===== src/rtl/washer_view_pkg.sv =====
// Shared encodings for the washer front-panel view: controller states and
// the ShowView digit codes that the panel drivers substitute for real digits.
package washer_view_pkg;

  typedef enum logic [2:0] {
    SHUTDOWN_ST = 3'd0,
    BEGIN_ST    = 3'd1,
    SET_ST      = 3'd2,
    RUN_ST      = 3'd3,
    ERROR_ST    = 3'd4,
    PAUSE_ST    = 3'd5,
    FINISH_ST   = 3'd6,
    UNDEF_ST    = 3'd7
  } state_e;

  localparam logic [5:0] DIG_EMPTY = 6'd55;
  localparam logic [5:0] DIG_FULL  = 6'd56;
  localparam logic [5:0] DIG_PAUSE = 6'd57;

  // Digit shown in the lit half of a blink, blanked in the dark half.
  function automatic logic [5:0] phase_digit(input logic ph, input logic [5:0] lit_code);
    return ph ? lit_code : DIG_EMPTY;
  endfunction

endpackage


===== src/rtl/stage_view_ctrl_blink_gen.sv =====
// Blink timebase: a half-period counter with a phase bit; restart forces a
// fresh lit half-period, wrap/half_wrap flag the edges where phase changes.
module blink_gen #(
  parameter int BLINK_DIV = 25000000
) (
  input  logic cp,
  input  logic reset,
  input  logic restart,
  output logic phase,
  output logic wrap,
  output logic half_wrap
);

  localparam int CW = (BLINK_DIV > 1) ? $clog2(BLINK_DIV) : 1;
  localparam logic [CW-1:0] LAST      = CW'(BLINK_DIV - 1);
  localparam logic [CW-1:0] HALF_LAST = CW'(BLINK_DIV / 2 - 1);

  logic [CW-1:0] cnt_q, cnt_d;
  logic          phase_q, phase_d;

  always_comb begin
    wrap      = (cnt_q == LAST);
    half_wrap = wrap || (cnt_q == HALF_LAST);
    if (restart) begin
      cnt_d   = '0;
      phase_d = 1'b1;
    end else if (wrap) begin
      cnt_d   = '0;
      phase_d = ~phase_q;
    end else begin
      cnt_d   = cnt_q + 1'b1;
      phase_d = phase_q;
    end
  end

  always_ff @(posedge cp) begin
    if (reset) begin
      cnt_q   <= '0;
      phase_q <= 1'b0;
    end else begin
      cnt_q   <= cnt_d;
      phase_q <= phase_d;
    end
  end

  assign phase = phase_q;

endmodule


===== src/rtl/stage_view_ctrl.sv =====
// Front-panel view controller: maps controller state, stage enables and digit
// codes onto registered LED and ShowView outputs with blink/flash effects.
module stage_view_ctrl
  import washer_view_pkg::*;
#(
  parameter int NSTAGE         = 8,
  parameter int BLINK_DIV      = 25000000,
  parameter int FINISH_FLASHES = 6
) (
  input  logic                      cp,
  input  logic                      reset,
  input  logic [2:0]                state,
  input  logic [NSTAGE-1:0]         stage_en,
  input  logic [$clog2(NSTAGE)-1:0] active_stage,
  input  logic                      power_on,
  input  logic                      set_mode,
  input  logic [5:0]                in_left,
  input  logic [5:0]                in_middle,
  input  logic [5:0]                in_right,
  output logic [NSTAGE-1:0]         stage_led,
  output logic                      power_led,
  output logic                      set_led,
  output logic [5:0]                dig_left,
  output logic [5:0]                dig_middle,
  output logic [5:0]                dig_right,
  output logic                      blink
);

  localparam int AW = $clog2(NSTAGE);
  localparam logic [7:0] FLASH_INIT = 8'(FINISH_FLASHES);
  localparam logic [NSTAGE-1:0] ONE_HOT0 = {{(NSTAGE-1){1'b0}}, 1'b1};

  state_e            state_s;
  state_e            prev_state_q;
  logic [AW-1:0]     prev_active_q;
  logic              fast_q, fast_d;
  logic [7:0]        flash_q, flash_d;
  logic              restart_s, phase_s, wrap_s, half_wrap_s, wrap_ev_s, phase_next_s;
  logic [NSTAGE-1:0] active_mask_s;

  logic [NSTAGE-1:0] stage_led_q, stage_led_d;
  logic              power_led_q, power_led_d;
  logic              set_led_q, set_led_d;
  logic [5:0]        dig_left_q, dig_left_d;
  logic [5:0]        dig_middle_q, dig_middle_d;
  logic [5:0]        dig_right_q, dig_right_d;
  logic              blink_q;

  assign state_s   = state_e'(state);
  assign restart_s = (active_stage != prev_active_q) ||
                     ((state_s == RUN_ST) && (prev_state_q != RUN_ST));
  assign wrap_ev_s = wrap_s && !restart_s;

  blink_gen #(.BLINK_DIV(BLINK_DIV)) u_blink (
    .cp        (cp),
    .reset     (reset),
    .restart   (restart_s),
    .phase     (phase_s),
    .wrap      (wrap_s),
    .half_wrap (half_wrap_s)
  );

  // Outputs are built from the phase the blink generator holds after this
  // edge, so a restarted stage appears lit on the very next cycle.
  always_comb begin
    phase_next_s  = restart_s ? 1'b1 : (phase_s ^ wrap_s);
    fast_d        = restart_s ? 1'b1 : (fast_q ^ half_wrap_s);
    active_mask_s = (int'(active_stage) < NSTAGE) ? (ONE_HOT0 << active_stage) : '0;
    if (state_s != FINISH_ST) begin
      flash_d = 8'd0;
    end else if (prev_state_q != FINISH_ST) begin
      flash_d = FLASH_INIT;
    end else if (wrap_ev_s && (flash_q != 8'd0)) begin
      flash_d = flash_q - 8'd1;
    end else begin
      flash_d = flash_q;
    end
  end

  always_comb begin
    stage_led_d  = '0;
    set_led_d    = 1'b0;
    dig_left_d   = DIG_EMPTY;
    dig_middle_d = DIG_EMPTY;
    dig_right_d  = DIG_EMPTY;
    power_led_d  = (state_s == SHUTDOWN_ST) ? 1'b0 : power_on;
    case (state_s)
      BEGIN_ST: begin
        stage_led_d  = '1;
        set_led_d    = 1'b1;
        dig_left_d   = DIG_FULL;
        dig_middle_d = DIG_FULL;
        dig_right_d  = DIG_FULL;
      end
      SET_ST: begin
        stage_led_d  = stage_en;
        set_led_d    = set_mode;
        dig_left_d   = in_left;
        dig_middle_d = in_middle;
        dig_right_d  = in_right;
      end
      RUN_ST: begin
        stage_led_d  = (stage_en & ~active_mask_s) | (phase_next_s ? active_mask_s : '0);
        set_led_d    = set_mode;
        dig_left_d   = in_left;
        dig_middle_d = in_middle;
        dig_right_d  = in_right;
      end
      ERROR_ST: begin
        stage_led_d  = fast_d ? active_mask_s : '0;
        set_led_d    = set_mode;
        dig_left_d   = in_left;
        dig_middle_d = in_middle;
        dig_right_d  = in_right;
      end
      PAUSE_ST: begin
        stage_led_d  = stage_en | active_mask_s;
        set_led_d    = set_mode;
        dig_left_d   = phase_digit(phase_next_s, in_left);
        dig_middle_d = DIG_PAUSE;
        dig_right_d  = phase_digit(phase_next_s, in_right);
      end
      FINISH_ST: begin
        if (flash_d != 8'd0) begin
          stage_led_d  = phase_next_s ? '1 : '0;
          set_led_d    = phase_next_s;
          dig_left_d   = phase_digit(phase_next_s, DIG_FULL);
          dig_middle_d = phase_digit(phase_next_s, DIG_FULL);
          dig_right_d  = phase_digit(phase_next_s, DIG_FULL);
        end else begin
          stage_led_d  = '1;
          set_led_d    = 1'b1;
          dig_left_d   = DIG_FULL;
          dig_middle_d = DIG_FULL;
          dig_right_d  = DIG_FULL;
        end
      end
      default: begin
        stage_led_d  = '0;
        set_led_d    = 1'b0;
      end
    endcase
  end

  always_ff @(posedge cp) begin
    if (reset) begin
      prev_state_q  <= SHUTDOWN_ST;
      prev_active_q <= '0;
      fast_q        <= 1'b0;
      flash_q       <= 8'd0;
      stage_led_q   <= '0;
      power_led_q   <= 1'b0;
      set_led_q     <= 1'b0;
      dig_left_q    <= DIG_EMPTY;
      dig_middle_q  <= DIG_EMPTY;
      dig_right_q   <= DIG_EMPTY;
      blink_q       <= 1'b0;
    end else begin
      prev_state_q  <= state_s;
      prev_active_q <= active_stage;
      fast_q        <= fast_d;
      flash_q       <= flash_d;
      stage_led_q   <= stage_led_d;
      power_led_q   <= power_led_d;
      set_led_q     <= set_led_d;
      dig_left_q    <= dig_left_d;
      dig_middle_q  <= dig_middle_d;
      dig_right_q   <= dig_right_d;
      blink_q       <= phase_next_s;
    end
  end

  assign stage_led  = stage_led_q;
  assign power_led  = power_led_q;
  assign set_led    = set_led_q;
  assign dig_left   = dig_left_q;
  assign dig_middle = dig_middle_q;
  assign dig_right  = dig_right_q;
  assign blink      = blink_q;

endmodule

===== config.mk =====
export PLATFORM = sky130hd
export DESIGN_NAME = stage_view_ctrl
export DESIGN_NICKNAME = d
export VERILOG_FILES = /design/src/rtl/washer_view_pkg.sv /design/src/rtl/stage_view_ctrl_blink_gen.sv /design/src/rtl/stage_view_ctrl.sv
export SDC_FILE = /design/constraint.sdc
export NUM_CORES = 1
export LEC_CHECK = 0
export ABC_AREA = 1
export ABC_CLOCK_PERIOD_IN_PS = 4900
export CAP_MARGIN = 20
export CORE_MARGIN = 2
export CORE_UTILIZATION = 30
export CTS_CLUSTER_DIAMETER = 100
export DETAILED_ROUTE_END_ITERATION = 16
export MAX_ROUTING_LAYER = met4
export PLACE_DENSITY_LB_ADDON = 0.12
export REMOVE_ABC_BUFFERS = 1
export SYNTH_ARGS = -nofsm -noshare
export SYNTH_HDL_FRONTEND = slang
export SYNTH_SLANG_ARGS = --single-unit

===== constraint.sdc =====
create_clock -name cp -period 4.9 [get_ports cp]
set_input_delay 0.98 -clock cp [delete_from_list [all_inputs] [get_ports cp]]
set_output_delay 0.98 -clock cp [all_outputs]
set_load 0.05 [all_outputs]

==> qor.yml <==
r2r_setup_slack_ps: 2440
clk_latency_ps: 330
critPathKind: "in -> reg"
period_minus_slack_ps: 3420
fmax_mhz: 292
synth_seq_cells: 70
p_leak_uw: 0.00203
tns_ps: 0
peakVddDrop_mv: 0.168
setup_violations: 0
fin_hold_ws_ps: 447
drv_slew: 0
cts_tree: "built"
final_common_cell: "nand2_1"
syn_to_final_growth_pct: 28.9
power_density_mw_per_mm2: 305
max_slew_margin_pct: 55.2
hold_viol_final: 0
first_iter_violations: 170
antenna_found_initial: 0
syn-cell-area_mm2: 0.00381
diodes: 0
ioPinCount: 65
p_switching_uw: 399
required_ps: 5130
maxCapViolations: 0
cts_hold_buffers: 0
die_h_um: 117
wirelength_um: 9860
clock_sinks: 70
htree_levels: 3
port_buffers: 64
r2r-start: "u_blink.cnt_q[0]"
switching_share_pct: 26.6
seq_area_mm2: 0.00140
dp_hpwl_um: 7480
cts_buffer_depth: 2
die_area_mm2: 0.0136
wl_per_cell_um: 12.6
overflow: 0
cts_root_buffer: "clkbuf_16"
crit_fanout: 12
pwr-share-comb_pct: 16.2
p_clk_share_pct: 43.7
ys.warnings.count: 0
outcome: "finished, final reports clean"
grt_pass1_wl_um: 16200
row_count: 41
initial_core_util_pct: 30.5
hold_path_end: "u_blink.cnt_q[0]"
postCtsSetupRepairBufs: 0
worstHoldStart: "u_blink.cnt_q[0]"
vias: 3588
drtAntennaViolNets: 0
seq_power_share_pct: 40.1
layout.nets: 647
dr.pass1.iters: 5
drive_gt1_share_pct: 12.9
holdPathStages: 1
seq_area_frac_synth_pct: 36.8
ys_types: 43
route.detailed.drc: 0
arrival_ps: 3650
cts_resized: 0
p_int_uw: 1100
finClkSkew_ps: 7.77
core_area_mm2: 0.0125
worstMarginPinSlew_ps: 668
clkTransAtPathRegs_ps: 60
avgSynthCellArea_um2: 7.03
gp_congestion: 0.851
cts_buffers: 9
grt_setup_unrepaired: "false"
reg2reg_to: "dig_right[0]"
vias_per_cell: 4.57
first_global_vias: 3460
layout_worst_path_cycle_share_pct: 69.9
fill_cells: 1335
final_cell_mix: "97 x nand2_1, 70 x dfxtp_1, 69 x nor2_1"
syn_inst: 542
multiInputGateArea_mm2: 0.00204
holdCritPathClass: "reg -> reg"
track_usage_pct: 15.8
grt_max_degree: 23
power_uw: 1500
start_kind: "input pin"
cp-end-kind: "flip-flop"
die_w_um: 117
reg2regPathDepth: 16
==> worst max-delay path by stage <==
| stage | from | endpoint | cells after the start |
|---|---|---|---|
| after floorplan | state[1] | dig_left[0] | 16 |
| after global placement | state[2] | dig_left[3] | 14 |
| after detailed placement | state[2] | set_led | 14 |
| after CTS | state[2] | set_led | 14 |
| after global routing | state[2] | set_led | 14 |
| final | state[2] | set_led | 14 |
==> cells in the mapped netlist <==
master,n,area [µm²]
nand2_4,2,22.5
clkbuf_1,4,15.0
or2_2,4,25.0
buf_2,3,15.0
o211ai_2,3,37.5
a211oi_1,1,7.51
nand3_2,1,10.0
a21oi_1,24,120
inv_1,66,248
buf_4,1,7.51
nand2_1,97,364
inv_4,1,6.26
or2_1,1,6.26
nand3b_1,1,7.51
nor2_2,10,62.6
nor3b_1,1,7.51
xor2_1,5,43.8
ha_1,3,37.5
nor3_2,3,30.0
nor4_2,1,12.5
nand4_1,20,125
o21ai_0,22,110
a21oi_2,10,87.6
nor2_8,1,20.0
nor3_1,17,85.1
o21ai_1,1,5.00
nor4_1,3,18.8
o21bai_1,1,7.51
o31a_1,1,8.76
nor2_1,69,259
buf_6,3,33.8
o21a_1,3,22.5
xnor2_1,6,52.6
o21ai_4,1,16.3
nor2_4,5,56.3
inv_2,9,33.8
nand3_1,48,240
dfxtp_1,70,1400
a31oi_4,1,21.3
a41oi_1,1,8.76
clkinv_1,4,15.0
o2111ai_1,4,35.0
nand2_2,10,62.6
==> routing by layer <==
metal	up-vias	share of wire, %	global-route usage, %
li1	1898	-	-
met1	1583	50	20.8
met2	88	43	23.0
met3	19	4.4	3.27
met4	0	2.9	7.92
met5	-	0	-
==> cell type report <==
class,count,share of cell area [%]
inverter,80,6.16
clock inverter,4,0.917
timing repair buffer,66,13.3
clock buffer,12,5.22
tap,172,4.38
multi-input combinational,381,41.5
sequential,70,28.5
==> stage by stage <==
step | cells | setup WS (ps) | util [%] | cell area [µm²]
floorplan | 531 | 2380 | - | 3740
global placement | 769 | 1060 | 36.8 | 4610
detailed placement | 769 | 1120 | 36.8 | 4610
CTS | 785 | 1470 | 39.3 | 4910
global route | 785 | 1180 | 39.3 | 4910
finish | 785 | 1480 | 39.3 | 4910
==> registers in the layout (all words and copies together) (netlist names), 3 cells and up <==
| register | count |
|---|---|
| flash_q | 8 |
| prev_state_q | 3 |
| prev_active_q | 3 |
| dig_right | 6 |
| dig_left | 6 |
| u_blink.cnt_q | 25 |
| dig_middle | 6 |
| stage_led | 8 |
==> power by group through the flow <==
stage	Combinational [µW]	Clock (µW)	Sequential, µW
4_1_cts	245	676	601
5_1_grt	262	704	603
2_1_floorplan	82.2	0	677
6_report	243	654	601
3_5_place_dp	244	0	612
3_3_place_gp	244	0	613
==> cell families (layout without fill, tap and decap cells) <==
logic type / count (synthesis) / count (layout) / share of synthesized area, %
xor gates and xnor gates: 11 / 11 / 2.53
and+or+nand+nor: 294 / 294 / 37.1
DFF: 70 / 70 / 36.8
adders and majority gates: 3 / 3 / 0.985
buffers and inverters: 91 / 162 / 9.81
AOI/OAI and AO/OA: 73 / 73 / 12.8
==> critical path, stage by stage <==
cell             delay, ps
clkdlybuf4s50_1        650
inv_1                  260
nor3_2                 610
nand2_1                150
clkinv_1               150
nand3_1                130
nand2_1                100
nor2_2                  40
nand2_2                 60
nand2_4                 90
nand2_4                220
nand3_1                100
nand2_1                 70
inv_1                   40
Note: power is estimated with default switching activity, not from simulation.
